[src/rtl/reg_bank_pkg.sv]
// Shared definitions for register-bank controllers.
// Contents:
//   bank_state_e    - controller FSM states (IDLE, CLEAR, DONE)
//   DEF_DATA_WIDTH  - default register entry width
//   DEF_DEPTH       - default number of register entries
//   DEF_N_REQ       - default number of write requesters
package reg_bank_pkg;

  typedef enum logic [1:0] {
    ST_IDLE  = 2'd0,
    ST_CLEAR = 2'd1,
    ST_DONE  = 2'd2
  } bank_state_e;

  localparam int DEF_DATA_WIDTH = 8;
  localparam int DEF_DEPTH      = 4;
  localparam int DEF_N_REQ      = 2;

endpackage

[src/rtl/rr_arbiter.sv]
// Combinational round-robin arbiter.
// Grants the first asserted request at or after ptr, wrapping N_REQ-1 -> 0.
// Ports:
//   req     in   N_REQ          request vector
//   ptr     in   $clog2(N_REQ)  highest-priority requester this cycle
//   grant   out  N_REQ          one-hot grant (zero when no request)
//   winner  out  $clog2(N_REQ)  index of the granted requester
//   valid   out  1              any request granted
module rr_arbiter #(
  parameter int N_REQ = 2
) (
  input  logic [N_REQ-1:0]         req,
  input  logic [$clog2(N_REQ)-1:0] ptr,
  output logic [N_REQ-1:0]         grant,
  output logic [$clog2(N_REQ)-1:0] winner,
  output logic                     valid
);

  localparam int PW = $clog2(N_REQ);

  // Scan from ptr upward; the first hit locks out the rest of the scan.
  always_comb begin
    int idx;
    logic [PW-1:0] idx_w;
    grant  = '0;
    winner = '0;
    valid  = 1'b0;
    for (int k = 0; k < N_REQ; k++) begin
      idx = int'(ptr) + k;
      if (idx >= N_REQ) idx = idx - N_REQ;
      idx_w = PW'(idx);
      if (!valid && req[idx_w]) begin
        valid        = 1'b1;
        grant[idx_w] = 1'b1;
        winner       = idx_w;
      end
    end
  end

endmodule

[src/rtl/reg_bank_write_arbiter.sv]
// Round-robin write arbiter in front of a bank of DEPTH registers.
// Drives registered per-entry write enables / data and sequences a one-cycle
// bulk synchronous clear (IDLE -> CLEAR -> DONE -> IDLE).
// Optional feature macro: REG_BANK_WRITE_ARBITER_LOCK_EN adds req_lock, which
// keeps the round-robin pointer on a winner whose handshake had its lock set.
// Ports:
//   clk           in   1                  rising-edge clock
//   async_rst_n   in   1                  asynchronous reset, active low
//   req_valid     in   N_REQ              write pending per requester
//   req_ready     out  N_REQ              write accepted this cycle (one-hot/zero)
//   req_addr      in   N_REQ*ADDR_W       entry address per requester
//   req_data      in   N_REQ*DATA_WIDTH   write data per requester
//   req_lock      in   N_REQ              (LOCK_EN only) hold priority on win
//   clr_req       in   1                  level request to clear all entries
//   clr_done      out  1                  one-cycle pulse when clear completed
//   reg_wen       out  DEPTH              registered per-entry write enable
//   reg_wdata     out  DATA_WIDTH         registered common write data
//   reg_sync_rst  out  1                  registered bulk clear to all entries
//   wr_err        out  1                  one-cycle pulse: write addr >= DEPTH
module reg_bank_write_arbiter
  import reg_bank_pkg::*;
#(
  parameter  int DATA_WIDTH = DEF_DATA_WIDTH,
  parameter  int DEPTH      = DEF_DEPTH,
  parameter  int N_REQ      = DEF_N_REQ,
  localparam int ADDR_W     = $clog2(DEPTH)
) (
  input  logic                        clk,
  input  logic                        async_rst_n,
  input  logic [N_REQ-1:0]            req_valid,
  output logic [N_REQ-1:0]            req_ready,
  input  logic [N_REQ*ADDR_W-1:0]     req_addr,
  input  logic [N_REQ*DATA_WIDTH-1:0] req_data,
`ifdef REG_BANK_WRITE_ARBITER_LOCK_EN
  input  logic [N_REQ-1:0]            req_lock,
`endif
  input  logic                        clr_req,
  output logic                        clr_done,
  output logic [DEPTH-1:0]            reg_wen,
  output logic [DATA_WIDTH-1:0]       reg_wdata,
  output logic                        reg_sync_rst,
  output logic                        wr_err
);

  localparam int PTR_W = $clog2(N_REQ);

  bank_state_e           state_q, state_d;
  logic [PTR_W-1:0]      rr_ptr_q, rr_ptr_d;
  logic [DEPTH-1:0]      reg_wen_q, reg_wen_d;
  logic [DATA_WIDTH-1:0] reg_wdata_q, reg_wdata_d;
  logic                  reg_sync_rst_q, reg_sync_rst_d;
  logic                  clr_done_q, clr_done_d;
  logic                  wr_err_q, wr_err_d;

  logic [N_REQ-1:0]      grant;
  logic [PTR_W-1:0]      winner;
  logic                  grant_valid;
  logic                  grant_en;
  logic                  handshake;
  logic [ADDR_W-1:0]     win_addr;
  logic [DATA_WIDTH-1:0] win_data;
  logic                  addr_ok;
  logic                  win_lock;

  rr_arbiter #(.N_REQ(N_REQ)) u_rr (
    .req    (req_valid),
    .ptr    (rr_ptr_q),
    .grant  (grant),
    .winner (winner),
    .valid  (grant_valid)
  );

  // Grants only in IDLE with no clear pending; reset also forces ready low so
  // every output reads zero while async_rst_n is asserted.
  assign grant_en  = async_rst_n && (state_q == ST_IDLE) && !clr_req;
  assign req_ready = grant_en ? grant : '0;
  assign handshake = grant_en && grant_valid;

  assign win_addr = req_addr[winner*ADDR_W +: ADDR_W];
  assign win_data = req_data[winner*DATA_WIDTH +: DATA_WIDTH];
  assign addr_ok  = (int'(win_addr) < DEPTH);

`ifdef REG_BANK_WRITE_ARBITER_LOCK_EN
  assign win_lock = req_lock[winner];
`else
  assign win_lock = 1'b0;
`endif

  // Next-state logic. reg_sync_rst / clr_done are derived from the next state
  // so they are high exactly while the registered state is CLEAR / DONE.
  always_comb begin
    state_d     = state_q;
    rr_ptr_d    = rr_ptr_q;
    reg_wen_d   = '0;
    reg_wdata_d = reg_wdata_q;
    wr_err_d    = 1'b0;

    case (state_q)
      ST_IDLE:  if (clr_req) state_d = ST_CLEAR;
      ST_CLEAR: state_d = ST_DONE;
      ST_DONE:  state_d = ST_IDLE;
      default:  state_d = ST_IDLE;
    endcase

    if (handshake) begin
      reg_wdata_d = win_data;
      wr_err_d    = !addr_ok;
      for (int e = 0; e < DEPTH; e++) begin
        reg_wen_d[e] = addr_ok && (int'(win_addr) == e);
      end
      // A locked winner keeps top priority; otherwise move past it.
      if (win_lock) begin
        rr_ptr_d = winner;
      end else if (int'(winner) == N_REQ - 1) begin
        rr_ptr_d = '0;
      end else begin
        rr_ptr_d = winner + PTR_W'(1);
      end
    end

    reg_sync_rst_d = (state_d == ST_CLEAR);
    clr_done_d     = (state_d == ST_DONE);
  end

  always_ff @(posedge clk or negedge async_rst_n) begin
    if (!async_rst_n) begin
      state_q        <= ST_IDLE;
      rr_ptr_q       <= '0;
      reg_wen_q      <= '0;
      reg_wdata_q    <= '0;
      reg_sync_rst_q <= 1'b0;
      clr_done_q     <= 1'b0;
      wr_err_q       <= 1'b0;
    end else begin
      state_q        <= state_d;
      rr_ptr_q       <= rr_ptr_d;
      reg_wen_q      <= reg_wen_d;
      reg_wdata_q    <= reg_wdata_d;
      reg_sync_rst_q <= reg_sync_rst_d;
      clr_done_q     <= clr_done_d;
      wr_err_q       <= wr_err_d;
    end
  end

  assign reg_wen      = reg_wen_q;
  assign reg_wdata    = reg_wdata_q;
  assign reg_sync_rst = reg_sync_rst_q;
  assign clr_done     = clr_done_q;
  assign wr_err       = wr_err_q;

endmodule

[config.mk]
export PLATFORM = sky130hd
export DESIGN_NAME = reg_bank_write_arbiter
export DESIGN_NICKNAME = d
export VERILOG_FILES = /design/src/rtl/reg_bank_pkg.sv /design/src/rtl/rr_arbiter.sv /design/src/rtl/reg_bank_write_arbiter.sv
export SDC_FILE = /design/constraint.sdc
export NUM_CORES = 1
export LEC_CHECK = 0
export ABC_CLOCK_PERIOD_IN_PS = 2100
export CAP_MARGIN = 10
export CORE_MARGIN = 5
export CORE_UTILIZATION = 38
export DETAILED_ROUTE_END_ITERATION = 12
export GPL_TIMING_DRIVEN = 0
export MAX_ROUTING_LAYER = met4
export PLACE_DENSITY = 0.82
export SETUP_SLACK_MARGIN = 0.4
export SYNTH_ARGS = -nofsm -noshare
export SYNTH_HDL_FRONTEND = slang
export SYNTH_SLANG_ARGS = --single-unit
export TNS_END_PERCENT = 5
[constraint.sdc]
create_clock -name clk -period 2.1 [get_ports clk]
set_clock_uncertainty 0.2 [all_clocks]
set_input_delay 0.315 -clock clk [delete_from_list [all_inputs] [get_ports clk]]
set_output_delay 0.315 -clock clk [all_outputs]
set_load 0.005 [all_outputs]
Word-level counts from Yosys, hierarchy flattened
Cells that the tools add are included.

Register bits after elaboration: 17. Bits of input ports: 25. Output and inout bits: 17. Word-level logic and storage cells: 56.

Add/subtract/negate cells: 4. Order comparisons: 6. Equality and inequality tests: 6. Shift-type cells: 2. Multiplexer cells: 21. Bitwise operators: 1. Reduce and logical (&&, ||, !) cells: 10.

Operators by type and width (number): indexed part select 16 x 5 -> 8 bit (1); two-way mux 1 bit (13); two-way mux 2 bit (4); equality test 2 x 1 -> 1 bit (second input constant) (3); equality test 2 bit (second input constant) (3); logical AND 1 bit (6); logical NOT 2 bit (2); less-than comparator 1 x 2 -> 1 bit (second input constant) (2); two-way mux 4 bit (1); case mux 2 bit (2 select lines) (1); indexed part select 4 x 3 -> 2 bit (1); adder 1 x 1 -> 2 bit (second input constant) (1); demux 1 bit (select 1 bit) (2); >= comparator 1 bit (second input constant) (2); >= comparator 1 x 2 -> 1 bit (second input constant) (1); >= comparator 2 bit (second input constant) (1); logical NOT 1 bit (2); OR 2 bit (1); subtractor 1 bit (second input constant) (2); adder 1 bit (second input constant) (1).

Logic depth before layout (Yosys ltp)
Gate-level depths: netlist (run 1).

Depth in word-level cells: 11. Gate-level depth with buffers: 5. Gate-level depth less buffers: 3.

Cells and area by module
A second synthesis (run 1) with hierarchy kept.

Cells, all modules: 76. Area total of the unflattened synthesis: 797.0 µm².

By module, submodules not included: reg_bank_write_arbiter (instances 1, cells an instance 71, area each 764.5 µm², seq. area each 400.4 µm²); rr_arbiter (instances 1, cells an instance 5, area each 32.5 µm², seq. area each 0.0 µm²).

Worst setup path before layout (run 1)
No wires, ideal clock.

Path type: register to output. Start point: register state_q[1]. End point: output port req_ready[1]. Arrival: 1.155 ns. Data required time: 1.585 ns. Setup slack: 0.430 ns. Cell stages (with the launch flop): 5. Path buffers: 1. Cells stage by stage: dfrtp_1 -> nor4b_4 -> buf_6 -> inv_1 -> nor3_2.

Longest elaborated chain between the ends: 4.

Ends and longest elaborated chain: start: declaration (line reg_bank_write_arbiter.sv:47) `bank_state_e state_q, state_d;`; start signal: assignment (line reg_bank_write_arbiter.sv:135) `state_q <= state_d;`; logical NOT 2 bit (line reg_bank_write_arbiter.sv:75) `assign grant_en = async_rst_n && (state_q == ST_IDLE) && !clr_req;`; logical AND 1 bit (2 in series) (line reg_bank_write_arbiter.sv:75); two-way mux 2 bit (line reg_bank_write_arbiter.sv:76) `assign req_ready = grant_en ? grant : '0;`; end: declaration (line reg_bank_write_arbiter.sv:31) `output logic [N_REQ-1:0] req_ready,`.

Every way passes these cells.

Final worst setup path (run 1)
Start point: register state_q[0]. End point: output port req_ready[1].

The elaborated chain is that of the path after synthesis.

==> results.md, run 1 <==
- Most common cell in the netlist: dfrtp_1
- Switch share: 29.52%
- Routed WL: 2448 microns
- Pleak: between 0.5 and 0.6 nW
- Via Count: 760
- Max capacitance violation total: 0
- Gr ovfl total: 0
- Mapped Area: 827.0 sq um
- Crit start category: flop
- Share of the synthesized area in the top cell type: 51.44%
- Avg Cell Area, Syn: 11.81 sq um
- Slew headroom: 48.37%
- Height of the die: 56.65 microns
- CTS tree: done
- Root buffer cell: clkbuf_4
- Diode count: 0
- P_sw: 297.7 uW
- Port bufs: 39
- Min cycle time layout: just under 2 ns
- Die area: 3209 sq um
- Pre-CTS WS: -1.113 ns
- Fill cells: 163
- Post-synth EDFFs: 0
- Htree depth: 1
- Ys flop type: dfrtp_1
- CP arrival: 1.43 ns
- CTS Buf Count: 3
- Status: complete, no violations
- Worst skew pair latency: ~0.30 ns
- Final setup viols: 0
- Critical path class: flop to primary output
- Critical Path Slowest Stage Cell: dfrtp_1
- Detailed Route Iter0 Violations: 13
- Drt wl/cell: approximately 17 microns
- IO Count: 42
- DP Wirelength: around 1800 microns
- Max VDD drop: between 0.5 and 0.6 mV
- Drt first pass iters: 4
- RD Place Congestion: 0.7988
- Total routing usage reported by global routing: 16.87%
- Largest area contributor in the netlist: dfrtp_1
- Ordered cell list for the critical path: nor4b_4, buf_6, inv_2, nor3_2, buf_2
- DRC viols: 0
- CTS max path bufs: 2
- Area taken by multi-input logic gates: around 350 sq um
- Post-synthesis sequential area ratio: 51.44%
- Largest net degree at the start of global routing: 18
- Vias per Instance: 5.241
- # placed instances: 136
- Final WS setup: roughly 0.15 ns
- Ys async rst share: 100.0%
- Area delta synth->final: 58.25%
- Layout Nets: 144
- Max-slew violations: 0
- Ys Warns: 0
- Initial Util: between 40% and 50%
- Combinational share of power: 37.8%
- Vias in the first global route: 809
- CP required: 1.58 ns
- CP Max Fanout: 2
- Share of cells above drive strength 1: 19.49%
- Final Non-Filler Cells: 145
- Reg power frac: 44.0%
- Row cnt: 16
- Synthesized Nets: 95
- Synth Register Bits: 17
- Internal Power: 710.8 uW
- Unrepaired setup endpoints after global routing: true
- Clock group share of total power: a little under a fifth
- Power per standard cell area: 770.5 nW/um^2
- Final period util: 92.74%
- Final hold viol count: 0
- Worst hold path class: primary input to flop
- Initial antenna violation count: 0
- CP endpoint kind: primary output
- Measured slew at the worst slew-check pin: 0.7719 ns
- Routed Antenna Nets: 0
- Mapped Cells: 70
- Die Wd: roughly 57 microns
- Post-synth top cells: dfrtp_1 (17), a2bb2oi_1 (8), o32ai_1 (8), a21oi_1 (5)
- Synth top area cells: dfrtp_1 (51%), a2bb2oi_1 (8.5%), o32ai_1 (8.5%)
- First-pass GRT wire length: 3960 microns
- Netlist cell types: 25
- Clock Pin Slew Worst Setup and Hold Paths: about 0.10 ns
- Fmax: 0.5135 GHz
- Core area: 2022 sq um
- Sequential Area: approximately 430 sq um
- CP max stage delay: 0.42 ns
- CTS Sinks: 17
layout make-up:
| type | count | share of cell area [%] |
|---|---|---|
| inverters | 3 | 0.8604 |
| clock buffers | 3 | 1.721 |
| flip-flops and latches | 17 | 32.50 |
| plain buffers | 6 | 3.346 |
| well taps | 27 | 2.581 |
| repair buffers | 44 | 31.55 |
| multi-input cells | 44 | 26.86 |
| clock inverters | 1 | 0.5736 |
critical path: cells and delay by family (launching register included):
family,cells,cell delay (ns)
DFF,1,0.42
and+or+nand+nor,2,0.40
buffers and inverters,3,0.31
layer usage:
metal / GRT usage, % / share of wire (%) / vias up
met5: - / 0 / -
met4: 7.797 / 3.3 / 0
met3: 6.422 / 6.0 / 8
met2: 27.06 / 49 / 30
met1: 18.36 / 42 / 354
li1: - / - / 368
final timing paths:
check / startpoint / endpoint / slack (ns) / cells after the start
setup reg to reg: state_q[0] / reg_wdata[0] / 0.57 / 4
max in group asynchronous: async_rst_n / reg_wdata[0] / 0.77 / 2
hold reg to reg: reg_wdata[6] / reg_wdata[6] / 0.35 / 1
setup / recovery: state_q[0] / req_ready[1] / 0.15 / 5
hold / removal: req_valid[1] / rr_ptr_q / 0.09 / 2
min in group asynchronous: async_rst_n / reg_wen[1] / 0.45 / 2
state kept, by name, summed over array words and instances, names as in the netlist:
register	count
clr_done	1
reg_sync_rst	1
reg_wdata	8
reg_wen	4
rr_ptr_q	1
state_q	2
timing repair:
item | 4_1_cts | 5_1_grt
endpoints found under the setup margin | 18 | 11
hold buffers | 1 | 0
endpoints found under the hold margin | 17 | 0
resized for setup | 16 | 2
pin swaps | 2 | 0
setup buffers | 4 | 0
kinds of logic after synthesis:
kind of cell / share of synthesized area [%]
buf+inv: 6.353
other cells: 0.4534
simple gates: 13.92
compound gates: 27.84
flops: 51.44
cells in the final DEF (no fill, tap or decap), types with 2 or more instances in the layout:
cell type,netlist,layout
buf_2,3,5
nor3b_1,2,2
a2bb2oi_1,8,8
o211ai_1,2,2
a21oi_1,5,5
dlygate4sd2_1,0,2
nand4b_1,2,2
dfrtp_1,17,17
clkdlybuf4s50_1,0,34
clkbuf_4,0,4
o32ai_1,8,8
nor2_1,2,2
o21ai_0,2,2
buf_4,2,6
inv_1,3,2
and2b_1,2,2
stage by stage:
stage	hold slack [ns]	instance area, sq um	setup TNS (ns)	power (mW)	util (%)
floorplan	-0.1806	827.0	0	0.6036	-
global placement	0.3065	1251	-6.544	0.8041	61.88
detailed placement	0.3133	1251	-6.845	0.8124	61.88
CTS	0.06424	1304	0	1.008	64.48
global route	0.06859	1309	0	1.080	64.73
finish	0.08516	1309	0	1.008	64.73
power groups by stage:
| stage | registers [mW] | logic [mW] | clock network (mW) |
|---|---|---|---|
| final | 0.443 | 0.381 | 0.184 |
| after global routing | 0.455 | 0.416 | 0.209 |
| after CTS | 0.440 | 0.379 | 0.189 |
| after detailed placement | 0.450 | 0.363 | 0 |
| after global placement | 0.447 | 0.357 | 0 |
| after floorplan | 0.453 | 0.151 | 0 |
Note: power is estimated with default switching activity, not from simulation.
==> run 2: changes to the inputs <==
--- a/config.mk
+++ b/config.mk
@@ -14,6 +14,7 @@
 export MAX_ROUTING_LAYER = met4
 export PLACE_DENSITY = 0.82
 export SETUP_SLACK_MARGIN = 0.4
+export SLEW_MARGIN = 20
 export SYNTH_ARGS = -nofsm -noshare
 export SYNTH_HDL_FRONTEND = slang
 export SYNTH_SLANG_ARGS = --single-unit
==> results of run 2 <==
No change in the layout: final DEF, timing and power equal those of run 1.
==> run 3: changes to the inputs <==
--- a/config.mk
+++ b/config.mk
@@ -7,12 +7,14 @@
 export LEC_CHECK = 0
 export ABC_CLOCK_PERIOD_IN_PS = 2100
 export CAP_MARGIN = 10
+export CELL_PAD_IN_SITES_DETAIL_PLACEMENT = 1
+export CELL_PAD_IN_SITES_GLOBAL_PLACEMENT = 1
 export CORE_MARGIN = 5
-export CORE_UTILIZATION = 38
+export CORE_UTILIZATION = 29
 export DETAILED_ROUTE_END_ITERATION = 12
 export GPL_TIMING_DRIVEN = 0
 export MAX_ROUTING_LAYER = met4
-export PLACE_DENSITY = 0.82
+export PLACE_DENSITY = 0.83
 export SETUP_SLACK_MARGIN = 0.4
 export SLEW_MARGIN = 20
 export SYNTH_ARGS = -nofsm -noshare
==> results.md, run 3 (synthesis results as in run 1) <==
- Status: complete, no violations
- CTS max path bufs: 2 (unchanged)
- Initial Util: 30.25% (-11 points)
- Via Count: 796 (+4.7%)
- CP endpoint kind: primary output
- CTS Sinks: 17 (unchanged)
- Fill cells: 313 (+92%)
- Clock Pin Slew Worst Setup and Hold Paths: 0.11 ns (about the same)
- Max-slew violations: 0 (unchanged)
- Pre-CTS WS: -1.201 ns (-0.08779 ns)
- Pleak: 0.5444 nW (+1.0%)
- IO Count: 42 (unchanged)
- Slew headroom: 46.63% (-1.7 points)
- Max capacitance violation total: 0 (unchanged)
- Height of the die: 63.40 microns (+12%)
- Vias in the first global route: 903 (+12%)
- Share of cells above drive strength 1: 20.17% (+0.68 points)
- CP Max Fanout: 2 (unchanged)
- First-pass GRT wire length: 4609 microns (+16%)
- Worst skew pair latency: 0.30 ns (about the same)
- Critical path class: flop to primary output
- Final hold viol count: 0 (unchanged)
- Detailed Route Iter0 Violations: 14 (+1)
- Max reg flops: 8 (unchanged)
- Max VDD drop: 0.4032 mV (-24%)
- Diode count: 0 (unchanged)
- Power per standard cell area: 787.5 nW/um^2 (+2.2%)
- Routed WL: 2831 microns (+16%)
- Drt wl/cell: 18.87 microns (+12%)
- Crit start category: flop
- Core area: 2734 sq um (+35%)
- DP Wirelength: 1988 microns (+13%)
- Final setup viols: 0 (unchanged)
- Placed Area: 1256 sq um (+0.40%)
- RD Place Congestion: 0.6799 (-15%)
- Fmax: 0.5077 GHz (-1.1%)
- Final WS setup: 0.1303 ns (-0.02224 ns)
- Worst hold path class: primary input to flop
- Initial antenna violation count: 0 (unchanged)
- Measured slew at the worst slew-check pin: 0.7980 ns (+0.02610 ns)
- CTS tree: done
- Final setup TNS: 0 ns (unchanged)
- Total routing usage reported by global routing: 15.02% (-1.9 points)
- Min cycle time layout: 1.970 ns (+0.02224 ns)
- CTS Buf Count: 3 (unchanged)
- Largest net degree at the start of global routing: 18 (unchanged)
- Area delta synth->final: 59.45%
- Root buffer cell: clkbuf_4
- WHS: 0.09143 ns (+0.006275 ns)
- CP arrival: 1.45 ns (+0.02 ns)
- CP required: 1.58 ns (about the same)
- Layout Nets: 145 (+0.69%)
- Unrepaired setup endpoints after global routing: true
- Vias per Instance: 5.307 (+1.2%)
- Htree depth: 1 (unchanged)
- Routed Antenna Nets: 0 (unchanged)
- Overall power: 1.039 mW (+3.0%)
- Final period util: 93.80% (+1.1 points)
- Drt first pass iters: 4 (unchanged)
- Most frequent cells in the layout: clkdlybuf4s50_1 (34), dfrtp_1 (16), buf_4 (8), o32ai_1 (8), a2bb2oi_1 (8)
- Commonest non-fill, non-tap cell in the layout: clkdlybuf4s50_1
- Port bufs: 39 (unchanged)
- Post-route cell area: 1319 sq um (+0.76%)
- DRC viols: 0 (unchanged)
- Die Wd: 63.40 microns (+12%)
- Gr ovfl total: 0 (unchanged)
- Row cnt: 19 (+3)
- Die area: 4020 sq um (+25%)
-- run 3: final timing paths --
kind / from / cells after the start / slack (ns) / to
setup / recovery: state_q[1] / 5 / 0.13 / req_ready[1]
hold / removal: req_valid[1] / 2 / 0.09 / rr_ptr_q
setup reg to reg: state_q[1] / 5 / 0.42 / reg_wdata[2]
hold reg to reg: reg_wdata[0] / 1 / 0.36 / reg_wdata[0]
max in group asynchronous: async_rst_n / 2 / 0.72 / state_q[1]
min in group asynchronous: async_rst_n / 2 / 0.44 / state_q[0]
-- run 3: worst max-delay path, stage by stage (launching register included) --
cell and delay, ns:
dfrtp_2 0.44, nor4b_4 0.32, buf_6 0.15, inv_2 0.03
nor3_2 0.08, buf_2 0.13
-- run 3: per-layer routing --
layer / part of all wire [%] / global-route usage, %
met5: 0 / -
met4: 1.7 / 5.455
met3: 7.0 / 4.263
met2: 49 / 25.51
met1: 42 / 16.63
-- run 3: cell type report --
class                      instances  area [sq um]  share of cell area (%)
clock buffer                       4         26.28                   1.992
inverter                           3         11.26                  0.8539
tap                               31         38.79                   2.941
timing repair buffer              45         420.4                   31.88
multi-input combinational         44         351.6                   26.66
buffer                             6         43.79                   3.321
sequential                        17         426.7                   32.35
-- run 3: through the flow --
stage | utilization (%) | cells
detailed placement | 45.95 | 140
global route | 48.24 | 150
finish | 48.24 | 150
CTS | 47.96 | 149
global placement | 45.95 | 140
floorplan | - | 70
-- run 3: power by group --
group	switching (mW)	internal, mW	total [mW]
Sequential	0.0539	0.399	0.453
Clock	0.117	0.0739	0.191
Combinational	0.153	0.242	0.395
Total	0.323	0.715	1.04
-- run 3: timing repair --
item                                    in CTS  in global routing
pin swaps                                    2                  1
endpoints found under the setup margin      22                 13
resized for setup                           19                  0
endpoints found under the hold margin       17                  0
buffers inserted                             4                  1
hold buffers                                 1                  0
